### src/rtl/digest_reader_if.sv
// Bundle of the digest capture inputs and word-stream outputs of digest_reader.
// The slave modport is the reader itself; the master modport is whoever drives it.
interface digest_reader_if;
    logic         done;
    logic [255:0] digest;
    logic         clr_ovr;
    logic         out_ready;
    logic         out_valid;
    logic [31:0]  out_word;
    logic [2:0]   out_idx;
    logic         out_last;
    logic         busy;
    logic         overrun;

    modport slave (
        input  done, digest, clr_ovr, out_ready,
        output out_valid, out_word, out_idx, out_last, busy, overrun
    );

    modport master (
        output done, digest, clr_ovr, out_ready,
        input  out_valid, out_word, out_idx, out_last, busy, overrun
    );
endinterface

### src/rtl/digest_reader.sv
// Captures a 256-bit SHA-256 digest on done and streams it as eight 32-bit words (H1 first).
// Define DIGEST_READER_BSWAP_EN to byte-reverse each emitted word (little-endian header order).
module digest_reader (
    input  logic             clk,
    input  logic             rst_n,
    digest_reader_if.slave   bus
);
    typedef enum logic {StIdle, StSend} state_e;

    state_e       state_q, state_d;
    logic [2:0]   idx_q, idx_d;
    logic [255:0] buf_q, buf_d;
    logic         ovr_q, ovr_d;
    logic         valid;
    logic         hs;
    logic         last_hs;
    logic [31:0]  word;

    assign valid   = (state_q == StSend);
    assign hs      = valid && bus.out_ready;
    assign last_hs = hs && (idx_q == 3'd7);

    always_comb begin
        state_d = state_q;
        idx_d   = idx_q;
        buf_d   = buf_q;
        ovr_d   = ovr_q;
        unique case (state_q)
            StIdle: begin
                if (bus.done) begin
                    buf_d   = bus.digest;
                    idx_d   = 3'd0;
                    state_d = StSend;
                end
            end
            StSend: begin
                if (last_hs) begin
                    idx_d = 3'd0;
                    // A done landing on the final handshake chains straight into the next digest.
                    if (bus.done) begin
                        buf_d = bus.digest;
                    end else begin
                        state_d = StIdle;
                    end
                end else if (hs) begin
                    idx_d = idx_q + 3'd1;
                end
            end
            default: state_d = StIdle;
        endcase

        // Set wins over clear so a coincident overrun is never lost.
        if (valid && bus.done && !last_hs) begin
            ovr_d = 1'b1;
        end else if (bus.clr_ovr) begin
            ovr_d = 1'b0;
        end
    end

    always_ff @(posedge clk or negedge rst_n) begin
        if (!rst_n) begin
            state_q <= StIdle;
            idx_q   <= 3'd0;
            buf_q   <= '0;
            ovr_q   <= 1'b0;
        end else begin
            state_q <= state_d;
            idx_q   <= idx_d;
            buf_q   <= buf_d;
            ovr_q   <= ovr_d;
        end
    end

    // H1 sits in the top word, so index 0 selects bits [255:224].
    assign word = buf_q[{~idx_q, 5'b00000} +: 32];

`ifdef DIGEST_READER_BSWAP_EN
    assign bus.out_word = {word[7:0], word[15:8], word[23:16], word[31:24]};
`else
    assign bus.out_word = word;
`endif

    assign bus.out_valid = valid;
    assign bus.out_idx   = idx_q;
    assign bus.out_last  = valid && (idx_q == 3'd7);
    assign bus.busy      = valid;
    assign bus.overrun   = ovr_q;
endmodule

### src/flat_wrapper.sv
// flat-port wrapper written by rule: the top's interface ports become plain ports
module digest_reader_flat 
  (clk, rst_n, bus_done, bus_digest, bus_clr_ovr, bus_out_ready, bus_out_valid, bus_out_word, bus_out_idx, bus_out_last, bus_busy, bus_overrun);
  digest_reader_if bus_i ();
  input  logic clk;
  input  logic rst_n;
  input wire logic [$bits(bus_i.done)-1:0] bus_done;
  input wire logic [$bits(bus_i.digest)-1:0] bus_digest;
  input wire logic [$bits(bus_i.clr_ovr)-1:0] bus_clr_ovr;
  input wire logic [$bits(bus_i.out_ready)-1:0] bus_out_ready;
  output wire logic [$bits(bus_i.out_valid)-1:0] bus_out_valid;
  output wire logic [$bits(bus_i.out_word)-1:0] bus_out_word;
  output wire logic [$bits(bus_i.out_idx)-1:0] bus_out_idx;
  output wire logic [$bits(bus_i.out_last)-1:0] bus_out_last;
  output wire logic [$bits(bus_i.busy)-1:0] bus_busy;
  output wire logic [$bits(bus_i.overrun)-1:0] bus_overrun;
  assign bus_i.done = bus_done;
  assign bus_i.digest = bus_digest;
  assign bus_i.clr_ovr = bus_clr_ovr;
  assign bus_i.out_ready = bus_out_ready;
  assign bus_out_valid = bus_i.out_valid;
  assign bus_out_word = bus_i.out_word;
  assign bus_out_idx = bus_i.out_idx;
  assign bus_out_last = bus_i.out_last;
  assign bus_busy = bus_i.busy;
  assign bus_overrun = bus_i.overrun;
  digest_reader u_core (.clk(clk), .rst_n(rst_n), .bus(bus_i));
endmodule
### config.mk
export PLATFORM = sky130hd
export DESIGN_NAME = digest_reader_flat
export DESIGN_NICKNAME = d
export VERILOG_FILES = /design/src/rtl/digest_reader_if.sv /design/src/rtl/digest_reader.sv /design/src/flat_wrapper.sv
export SDC_FILE = /design/constraint.sdc
export NUM_CORES = 1
export LEC_CHECK = 0
export BUFFER_PORTS_ARGS = -buffer_cell sky130_fd_sc_hd__buf_2
export CELL_PAD_IN_SITES_DETAIL_PLACEMENT = 0
export CELL_PAD_IN_SITES_GLOBAL_PLACEMENT = 1
export CORE_MARGIN = 3
export CORE_UTILIZATION = 41
export CTS_CLUSTER_SIZE = 30
export DETAILED_ROUTE_END_ITERATION = 12
export PLACE_DENSITY = 0.83
export SYNTH_ARGS = -nofsm -noshare
export SYNTH_HDL_FRONTEND = slang
export SYNTH_SLANG_ARGS = --single-unit
export TNS_END_PERCENT = 10
### constraint.sdc
create_clock -name clk -period 1.9 [get_ports clk]
set_input_delay 0.095 -clock clk [delete_from_list [all_inputs] [get_ports clk]]
set_output_delay 0.095 -clock clk [all_outputs]
set_load 0.1 [all_outputs]
# After elaboration in Yosys (flattened, before gate mapping)
# Index checks and enable logic that the tools add are counted.
[classes]
n_mux = 12
n_reduce_logical = 8
shift = 1
n_bitwise = 2
n_eq_ne = 4
add_sub_neg = 1
[op_table]
columns = ["cell", "n"]
rows = [
  ["two-way mux 256 bit", 2],
  ["case mux 256 bit (2 select lines)", 1],
  ["indexed part select 256 x 9 -> 32 bit", 1],
  ["two-way mux 3 bit", 3],
  ["case mux 3 bit (2 select lines)", 1],
  ["logical AND 1 bit", 5],
  ["two-way mux 1 bit", 4],
  ["inequality test 2 bit (second input constant)", 2],
  ["adder 3 x 1 -> 3 bit (second input constant)", 1],
  ["equality test 3 bit (second input constant)", 1],
  ["inequality test 3 bit (second input constant)", 1],
  ["inverter 3 bit", 1],
  ["case mux 1 bit (2 select lines)", 1],
  ["AND reduction 2 bit", 1],
  ["nonzero test 2 bit", 1],
  ["zero test 1 bit", 1],
  ["inverter 1 bit", 1],
]
[totals]
reg_bits = 261
out_inout_bits = 39
input_bits = 261

# Longest topological paths before layout
# Gate-level depths: netlist of run 1.
[logic_depth]
word_depth = 5
depth_mapped = 8
depth_no_buf = 5

# Worst setup path before layout of run 1
# No wires, ideal clock.
[synth_timing]
path_type = "register -> output"
startpoint = "register u_core.idx_q[2] (netlist: u_core.bus.out_idx[2])"
endpoint = "output port bus_out_word[13]"
arrival_time_ps = 2419
slack_ps = -614
path_buffers = 2
stages_incl_launch_ff = 5
required_time_ps = 1805
path_cell_list = "dfrtp_1 > buf_2 > clkbuf_1 > mux4_2 > mux2_2"
[synth_between]
elab_chain_len = 2
[synth_rtl]
columns = ["item", "line", "rtl"]
rows = [
  ["from (decl)", "digest_reader.sv:11", "logic [2:0] idx_q, idx_d;"],
  ["from (signal assigned)", "digest_reader.sv:68", "idx_q <= idx_d;"],
  ["inverter 3 bit", "digest_reader.sv:75", "assign word = buf_q[{~idx_q, 5'b00000} +: 32];"],
  ["indexed part select 256 x 9 -> 32 bit", "digest_reader.sv:75", ""],
  ["to (decl)", "flat_wrapper.sv:12", "output wire logic [$bits(bus_i.out_word)-1:0] bus_out_word;"],
]
# Every way passes these cells.

# Worst setup path in the final report of run 1
[layout_timing]
startpoint = "register u_core.idx_q[0] (netlist: u_core.bus.out_idx[0])"
endpoint = "output port bus_out_word[14]"
# Same word-level chain as after synthesis.

==> out/qor.yml, run 1 <==
status: "finished with violations"
violations: "setup timing"
wirelength_um: 39200
ys_types: 25
grt_setup_unrepaired: "true"
yosys.area.top_type: "dfrtp_1"
cts_tree: "built"
drive_above_1_share_pct: 58.4
pre_cts_ws_ns: -0.171
grt_pass1_wl_um: 59600
synth_area_leaders: "dfrtp_1 51%, mux2_4 25%, mux4_2 11%"
nets: 1555
layout_common_cells: "262 x buf_2, 260 x dlygate4sd3_1, 257 x dfrtp_1, 253 x mux2_4, 62 x mux4_2"
p_comb_share_pct: 54.8
clk_pin_slew_worst_paths_ns: 0.06
critPathKind: "reg2out"
setup_viol: 289
max-cap-violations: 0
layout_commonest_cell: "buf_2"
drtIter0Drc: 420
dpl.hpwl_um: 23300
yosys_register_bits: 261
post_dp_cell_area_um2: 15100
crit_family: "multiplexers"
yosysTopAreaCellShare_pct: 51.0
leakagePower_nw: 9.66
h-tree-depth: 1
fillers: 2030
clock_latency_ns: 0.55
worst-path-buf-inv: 4
coreArea_um2: 30700
wl_per_cell_um: 22.8
antenna_left: 0
drc: 0
first_pass_iters: 4
grt_use_total_pct: 23.1
ioPinCount: 300
grt_max_degree: 71
hp-class: "in2async"
worst_pin_slew_ns: 0.507
root_buffer: "clkbuf_16"
whs_ns: 0.0494
p_sw_mw: 14.1
slowest_stage: "dfrtp_4"
crit_path_end_kind: "output port"
syn_to_final_growth_pct: 51.9
place.gp.congestion: 0.793
synth_nets: 939
syn_avg_cell_area_um2: 18.9
drv_slew: 0
maxSlewHeadroom_pct: 66.2
clock_skew_ns: 0.0156
antenna_found_initial: 3
cp_slowest_stage_delay_ns: 0.52
clkPwrFrac_pct: 16.9
numClockSinks: 261
vias: 8582
start_util_pct: 41.8
grt_remaining_overflow: 0
intPower_mw: 21.5
critPathMaxFanout: 5
final_cell_area_um2: 19500
pwr-share-seq_pct: 28.4
yosysSeqAreaShare_pct: 51.0
rows: 64
setup_ws_ns: -0.635
grt_pass1_vias: 9940
period_share_pct: 133
final_hold_viol_count: 0
power.density_nw_per_um2: 1830
fp.dieH_um: 183
netlist_instances: 676
path_common_cell: "buf_12"
max_freq_ghz: 0.394
ir_drop_v: 0.00111
cts_made_buffers: 30
die_x_um: 183
cp-start-kind: "flip-flop"
worstPathArrival_ns: 2.44
switching_share_pct: 39.5
cts_buffer_depth: 3
cp_cell_sequence: "buf_12 > buf_12 > buf_16 > mux4_2 > mux2_4 > buf_12"
worstPathRequired_ns: 1.80
post-route-min-period_ns: 2.54
yosysWarnings: 0
port_buffers: 299
viasPerCell: 5.00
synth_area_um2: 12800
die-area_um2: 33400
power.total_mw: 35.6
[registers in the layout (all words and copies together), names as in the netlist]
register	count
u_core.buf_q	256
u_core.bus.busy	1
u_core.bus.out_idx	3
u_core.bus.overrun	1
[synthesized netlist by cell type]
cell,instances
buf_6,11
o21ai_0,1
inv_1,1
mux4_2,60
mux2i_1,1
mux2_1,24
mux4_4,1
nor2_1,1
nand2_1,2
and2_1,1
a22o_1,1
mux4_1,3
or2_2,1
buf_12,22
mux2_4,216
a32o_1,1
mux2_2,49
ha_1,2
nand2b_4,1
dfrtp_1,261
buf_2,7
a21boi_2,1
buf_8,1
buf_4,1
clkbuf_1,6
[per-stage QoR]
stage	instances	TNS, ns	utilization (%)
6_report	1717	-107.43	63.4
5_1_grt	1716	-122.26	63.4
4_1_cts	1710	-78.32	63.1
3_5_place_dp	1381	-27.61	49.2
3_3_place_gp	1381	-18.92	49.2
2_1_floorplan	676	-53.47	-
[timing repair]
action / 4_1_cts / 5_1_grt
cloned: 5 / 1
endpoints found under the hold margin: 521 / 0
setup endpoints to repair: 277 / 290
resized for setup: 122 / 11
hold buffers: 260 / 0
setup buffers: 8 / 1
[cell type report]
type / count / area [µm²] / share of cell area, %
antenna: 5 / 12.5 / 0.0643
sequential: 261 / 6540 / 33.6
tap: 396 / 495 / 2.55
inverter: 1 / 3.75 / 0.0193
clock buffer: 44 / 883 / 4.54
clock inverter: 12 / 153 / 0.785
timing repair buffer: 632 / 5580 / 28.7
multi-input combinational: 366 / 5780 / 29.7
[routing by layer]
| metal | share of wire (%) | wire length [µm] | vias up | track usage (%) |
|---|---|---|---|---|
| li1 | - | - | 3767 | - |
| met1 | 40 | 15800 | 4433 | 29.7 |
| met2 | 51 | 19900 | 288 | 39.5 |
| met3 | 4.8 | 1890 | 94 | 4.13 |
| met4 | 4.0 | 1580 | 0 | 8.65 |
| met5 | 0 | 0 | - | 0 |
[power groups by stage]
stage	combinational, mW	clock [mW]	sequential (mW)
finish	19.5	6.01	10.1
global route	20.2	6.37	10.3
CTS	19.2	6.11	9.90
detailed placement	16.3	0	9.91
global placement	16.1	0	9.85
floorplan	13.3	0	9.52
[worst paths after layout]
path,end,slack (ns),start,depth (start not counted)
setup / recovery,bus_out_word[14],-0.64,u_core.bus.out_idx[0],6
hold / removal,u_core.buf_q[17],0.05,rst_n,2
setup reg to reg,u_core.buf_q[169],-0.42,u_core.bus.out_idx[0],9
hold reg to reg,u_core.buf_q[198],0.49,u_core.buf_q[198],1
max in group asynchronous,u_core.buf_q[64],1.12,rst_n,3
min in group clk,u_core.bus.overrun,0.30,bus_clr_ovr,3
[cell families (layout without fill, tap and decap cells)]
family	after synthesis	in the layout	synth area share (%)
compound gates	4	4	0.274
flops	261	261	51.0
simple gates	6	6	0.293
buf+inv	49	689	5.06
mux	354	354	43.2
other cells	0	5	0
fa+ha+maj	2	2	0.195
(Power assumes the default switching activity.)
==> inputs of run 2 (changes only) <==
--- a/config.mk
+++ b/config.mk
@@ -10,6 +10,7 @@
 export CELL_PAD_IN_SITES_GLOBAL_PLACEMENT = 1
 export CORE_MARGIN = 3
 export CORE_UTILIZATION = 41
+export CTS_BUF_LIST = sky130_fd_sc_hd__clkbuf_8 sky130_fd_sc_hd__clkbuf_16
 export CTS_CLUSTER_SIZE = 30
 export DETAILED_ROUTE_END_ITERATION = 12
 export PLACE_DENSITY = 0.83
==> run 2 against run 1 <==
Net effect:
- the run still ends with setup timing left
- critical path depth unchanged
- clock skew up 0.0012 ns
- core utilization unchanged
- register-to-register slack hardly changed
- sequential cell count stayed put
- clock power hardly changed
- die area unchanged
- power decreased by 0.11%
- combinational power about the same
- final area did not move
- critical endpoint unchanged
- largest cell class unchanged
- largest power group unchanged
- highest routed layer unchanged
==> out/qor.yml, run 2 (synthesis results as in run 1) <==
layout_common_cells: "262 x buf_2, 260 x dlygate4sd3_1, 257 x dfrtp_1, 253 x mux2_4, 62 x mux4_2"  # unchanged
final_hold_viol_count: 0  # unchanged
largest_register_ffs: 256  # unchanged
nets: 1555  # unchanged
slowest_stage: "dfrtp_4"  # unchanged
post_dp_cell_area_um2: 15100  # unchanged
dp.cells: 1381  # unchanged
maxSlewHeadroom_pct: 66.8  # was 66.2%
leakagePower_nw: 9.69  # was 9.66 nW
grt_pass1_wl_um: 59600  # unchanged
cts_made_buffers: 30  # unchanged
max-cap-violations: 0  # unchanged
dpl.hpwl_um: 23300  # unchanged
cp_cell_sequence: "buf_12 > buf_12 > buf_16 > mux4_2 > mux2_4 > buf_12"  # unchanged
wirelength_um: 39200  # about the same
root_buffer: "clkbuf_16"  # unchanged
hp-class: "in2async"  # unchanged
vias: 8590  # was 8582
coreArea_um2: 30700  # unchanged
numClockSinks: 261  # unchanged
first_pass_iters: 4  # unchanged
regMostFlops: "u_core.buf_q"  # unchanged
power.density_nw_per_um2: 1830  # about the same
grt_pass1_vias: 9940  # unchanged
syn_to_final_growth_pct: 51.9  # unchanged
clock_latency_ns: 0.55  # about the same
power.total_mw: 35.6  # about the same
ir_drop_v: 0.00111  # about the same
die-area_um2: 33400  # unchanged
drc: 0  # unchanged
grt_remaining_overflow: 0  # unchanged
period_share_pct: 133  # about the same
layout_commonest_cell: "buf_2"  # unchanged
final_cells: 1717  # unchanged
port_buffers: 299  # unchanged
h-tree-depth: 1  # unchanged
ioPinCount: 300  # unchanged
drive_above_1_share_pct: 58.4  # unchanged
status: "finished with violations"  # unchanged
final_cell_area_um2: 19500  # unchanged
cts_buffer_depth: 3  # unchanged
clk_pin_slew_worst_paths_ns: 0.06  # about the same
worst_pin_slew_ns: 0.499  # was 0.507 ns
setup_ws_ns: -0.633  # was -0.635 ns
rows: 64  # unchanged
clock_skew_ns: 0.0169  # was 0.0156 ns
drtIter0Drc: 404  # was 420
path_common_cell: "buf_12"  # unchanged
violations: "setup timing"  # unchanged
worstPathRequired_ns: 1.80  # about the same
grt_setup_unrepaired: "true"  # unchanged
wl_per_cell_um: 22.8  # about the same
place.gp.congestion: 0.793  # unchanged
critPathMaxFanout: 5  # unchanged
grt_max_degree: 71  # unchanged
worstPathArrival_ns: 2.44  # about the same
start_util_pct: 41.8  # unchanged
die_x_um: 183  # unchanged
critPathKind: "reg2out"  # unchanged
antenna_found_initial: 3  # unchanged
drv_slew: 0  # unchanged
post-route-min-period_ns: 2.53  # was 2.54 ns
grt_use_total_pct: 23.1  # unchanged
fp.dieH_um: 183  # unchanged
cp-start-kind: "flip-flop"  # unchanged
crit_path_end_kind: "output port"  # unchanged
viasPerCell: 5.00  # about the same
setup_viol: 289  # unchanged
cts_tree: "built"  # unchanged
antenna_left: 0  # unchanged
cp_slowest_stage_delay_ns: 0.52  # about the same
max_freq_ghz: 0.395  # was 0.394 GHz
run 2: cell types whose count changed in the layout (fill, tap and decap cells not counted):
cell,change
inv_1,+6
clkbuf_1,-6
run 2: power by group:
part           internal [mW]  switching (mW)  total, mW
Clock                   3.59            2.39       5.98
Sequential              8.31            1.79       10.1
Combinational           9.60            9.89       19.5
run 2: area by class of cell:
type	count	area (µm²)
fill	2030	11200
multi-input combinational	366	5780
clock buffer	38	861
tap	396	495
timing repair buffer	632	5580
clock inverter	18	175
inverter	1	3.75
antenna	5	12.5
sequential	261	6540
run 2: critical path: cells and delay by family (launching register included):
kind                   cells  cell delay (ns)
buffers and inverters      4             0.58
flip-flops                 1             0.52
multiplexers               2             0.78
run 2: worst paths after layout:
| kind | startpoint | to | slack (ns) | cells after the start |
|---|---|---|---|---|
| worst min register to register | u_core.buf_q[198] | u_core.buf_q[198] | 0.49 | 1 |
| worst max register to register | u_core.bus.out_idx[0] | u_core.buf_q[169] | -0.41 | 9 |
| min in group clk | bus_clr_ovr | u_core.bus.overrun | 0.30 | 3 |
| worst min-delay path | rst_n | u_core.buf_q[17] | 0.05 | 2 |
| worst max-delay path | u_core.bus.out_idx[0] | bus_out_word[14] | -0.63 | 6 |
| max in group asynchronous | rst_n | u_core.buf_q[64] | 1.13 | 3 |
run 2: through the flow:
step,utilization [%],setup TNS [ns],hold WS [ns],setup slack (ns)
global route,63.4,-122.25,0.0571,-0.700
finish,63.4,-106.29,0.0494,-0.633
CTS,63.1,-78.31,0.0225,-0.693
global placement,49.2,-18.92,0.0264,-0.143
detailed placement,49.2,-27.61,0.0315,-0.171
floorplan,-,-53.47,-0.201,-0.199
run 2: metal layers:
layer,track usage (%),part of all wire [%]
met5,0,0
met3,4.13,4.5
met2,39.5,51
met4,8.65,4.1
met1,29.7,41
run 2: repair_timing:
item | in CTS | in global routing
hold buffers | 260 | 0
resized for setup | 122 | 11
setup endpoints to repair | 277 | 290
cloned | 5 | 1
pin swaps | 0 | 0
buffers inserted | 8 | 1
endpoints found under the hold margin | 521 | 0
==> inputs of run 3 (changes only) <==
--- a/config.mk
+++ b/config.mk
@@ -5,10 +5,11 @@
 export SDC_FILE = /design/constraint.sdc
 export NUM_CORES = 1
 export LEC_CHECK = 0
+export ABC_CLOCK_PERIOD_IN_PS = 2100
 export BUFFER_PORTS_ARGS = -buffer_cell sky130_fd_sc_hd__buf_2
 export CELL_PAD_IN_SITES_DETAIL_PLACEMENT = 0
 export CELL_PAD_IN_SITES_GLOBAL_PLACEMENT = 1
-export CORE_MARGIN = 3
+export CORE_MARGIN = 2
 export CORE_UTILIZATION = 41
 export CTS_BUF_LIST = sky130_fd_sc_hd__clkbuf_8 sky130_fd_sc_hd__clkbuf_16
 export CTS_CLUSTER_SIZE = 30
==> constraint.sdc (replaced) <==
create_clock -name clk -period 2.1 [get_ports clk]
set_input_delay 0.105 -clock clk [delete_from_list [all_inputs] [get_ports clk]]
set_output_delay 0.105 -clock clk [all_outputs]
set_load 0.1 [all_outputs]
==> run 3 against run 2 <==
Net effect:
- the run still ends with setup timing left
- power fell by 11%
- clock power fell by 11%
- first-iteration DRC count fell by 1.2%
- register-to-register slack improved by 0.40 ns
- via count fell by 0.54%
- hold slack improved by 0.060 ns
- sequential cell count did not move
- global-route usage fell by 0.31 points
- wire length fell by 2.3%
- worst setup slack improved by 0.20 ns
- sequential power fell by 9.6%
- core utilization fell by 1.1 points
==> out/qor.yml, run 3 (synthesis results as in run 1) <==
status: "finished with violations"  # unchanged
violations: "setup timing"  # unchanged
power.total_mw: 31.7  # was 35.6 mW
cts_made_buffers: 30  # unchanged
final_cell_area_um2: 19100  # was 19500 µm²
ir_drop_v: 0.00110  # was 0.00111 V
switching_share_pct: 39.7  # was 39.5%
rows: 64  # unchanged
wl_per_cell_um: 22.5  # was 22.8 µm
leakagePower_nw: 9.47  # was 9.69 nW
grt_max_degree: 65  # was 71
antenna_found_initial: 10  # was 3
largest_register_ffs: 256  # unchanged
layout_commonest_cell: "buf_2"  # unchanged
clock_latency_ns: 0.55  # about the same
antenna_left: 0  # unchanged
fp.dieH_um: 181  # was 183 µm
reg2reg_slack_ns: -0.01  # was -0.41 ns
r2r_start: "u_core.bus.out_idx[0]"  # unchanged
pwr-share-seq_pct: 28.8  # was 28.4%
post-route-min-period_ns: 2.53
intPower_mw: 19.1  # was 21.5 mW
dp.cells: 1369  # was 1381
layout_common_cells: "263 x buf_2, 262 x dlygate4sd3_1, 257 x dfrtp_1, 238 x mux2_4, 62 x mux4_2"  # was 262 x buf_2, 260 x dlygate4sd3_1, 257 x dfrtp_1, 253 x mux2_4, 62 x mux4_2
final_hold_viol_count: 0  # unchanged
dpl.hpwl_um: 22600  # was 23300 µm
place.gp.congestion: 0.841  # was 0.793
drive_above_1_share_pct: 57.3  # was 58.4%
syn_to_final_growth_pct: 49.2  # was 51.9%
worstRegToRegCells: 7  # was 9
worstPathArrival_ns: 2.42  # was 2.44 ns
port_buffers: 299  # unchanged
period_share_pct: 120
viasPerCell: 5.01  # was 5.00
setup_tns_ns: -12.23  # was -106.29 ns
setup_ws_ns: -0.428  # was -0.633 ns
wirelength_um: 38300  # was 39200 µm
root_buffer: "clkbuf_16"  # unchanged
pre_cts_ws_ns: 0.0289  # was -0.171 ns
clk_pin_slew_worst_paths_ns: 0.06  # about the same
worstPathRequired_ns: 2.00  # was 1.80 ns
critPathKind: "reg2out"  # unchanged
cts_tree: "built"  # unchanged
p_sw_mw: 12.6  # was 14.1 mW
numClockSinks: 261  # unchanged
cp-start-kind: "flip-flop"  # unchanged
coreArea_um2: 30700  # unchanged
start_util_pct: 41.8  # unchanged
setup_viol: 46  # was 289
grt_setup_unrepaired: "true"  # unchanged
grt_use_total_pct: 22.8  # was 23.1%
h-tree-depth: 1  # unchanged
first_pass_iters: 6  # was 4
post_dp_cell_area_um2: 14900  # was 15100 µm²
hp-class: "in2async"  # unchanged
regMostFlops: "u_core.buf_q"  # unchanged
r2r_end: "u_core.buf_q[40]"  # was u_core.buf_q[169]
final_cells: 1704  # was 1717
clkPwrFrac_pct: 16.9  # was 16.8%
die_x_um: 181  # was 183 µm
ioPinCount: 300  # unchanged
grt_pass1_vias: 9692  # was 9940
drv_slew: 0  # unchanged
max_freq_ghz: 0.396
vias: 8544  # was 8590
maxSlewHeadroom_pct: 55.7  # was 66.8%
cts_buffer_depth: 3  # unchanged
crit_path_end_kind: "output port"  # unchanged
max-cap-violations: 0  # unchanged
die-area_um2: 32700  # was 33400 µm²
worst_pin_slew_ns: 0.665  # was 0.499 ns
drtIter0Drc: 399  # was 404
grt_remaining_overflow: 0  # unchanged
nets: 1538  # was 1555
drc: 0  # unchanged
grt_pass1_wl_um: 57600  # was 59600 µm
critPathMaxFanout: 7  # was 5
p_comb_share_pct: 54.3  # was 54.8%
clock_skew_ns: 0.0188  # was 0.0169 ns
power.density_nw_per_um2: 1660  # was 1830 nW/µm²
run 3: per-layer routing:
layer	routed length, µm	global-route usage [%]	vias to the layer above
met5	0	0	-
met4	1580	9.61	0
met3	1610	3.31	102
met2	18900	37.0	309
met1	16200	30.9	4389
li1	-	-	3744
run 3: repair_timing:
item	CTS	global route
hold buffers	262	0
resized for setup	81	31
gates cloned	1	2
setup endpoints to repair	33	229
endpoints found under the hold margin	447	0
buffers inserted	3	3
run 3: critical path, stage by stage (launching register included):
cell	delay [ns]
dfrtp_4	0.53
buf_12	0.18
buf_12	0.13
mux4_2	0.55
mux2_4	0.31
buf_12	0.17
run 3: metrics by stage:
stage	hold WS [ns]	util [%]
floorplan	-0.191	-
global placement	0.111	48.6
detailed placement	0.108	48.6
global route	0.154	62.3
finish	0.109	62.3
CTS	0.116	61.6
run 3: cell type report:
type / instances / area, µm²
antenna: 13 / 32.5
tap: 396 / 495
clock buffer: 37 / 858
fill: 2135 / 11600
multi-input combinational: 366 / 5740
sequential: 261 / 6540
timing repair buffer: 615 / 5290
inverter: 1 / 3.75
clock inverter: 15 / 156
run 3: worst max-delay path by stage:
stage / cells past startpoint / to / slack (ns) / start
after detailed placement: 7 / u_core.buf_q[40] / 0.03 / u_core.bus.out_idx[0]
after global placement: 7 / u_core.buf_q[255] / 0.05 / u_core.bus.out_idx[0]
final: 5 / bus_out_word[13] / -0.43 / u_core.bus.out_idx[0]
after CTS: 4 / bus_out_word[17] / -0.44 / u_core.bus.out_idx[0]
after global routing: 5 / bus_out_word[3] / -0.48 / u_core.bus.out_idx[0]
after floorplan: 8 / u_core.buf_q[0] / -0.01 / u_core.bus.out_idx[0]
run 3: power by group through the flow:
| stage | logic (mW) | registers, mW | clock network, mW |
|---|---|---|---|
| floorplan | 12.0 | 8.61 | 0 |
| global placement | 14.4 | 8.89 | 0 |
| detailed placement | 14.5 | 8.94 | 0 |
| CTS | 16.4 | 8.93 | 5.45 |
| global route | 17.7 | 9.35 | 5.70 |
| finish | 17.2 | 9.13 | 5.35 |
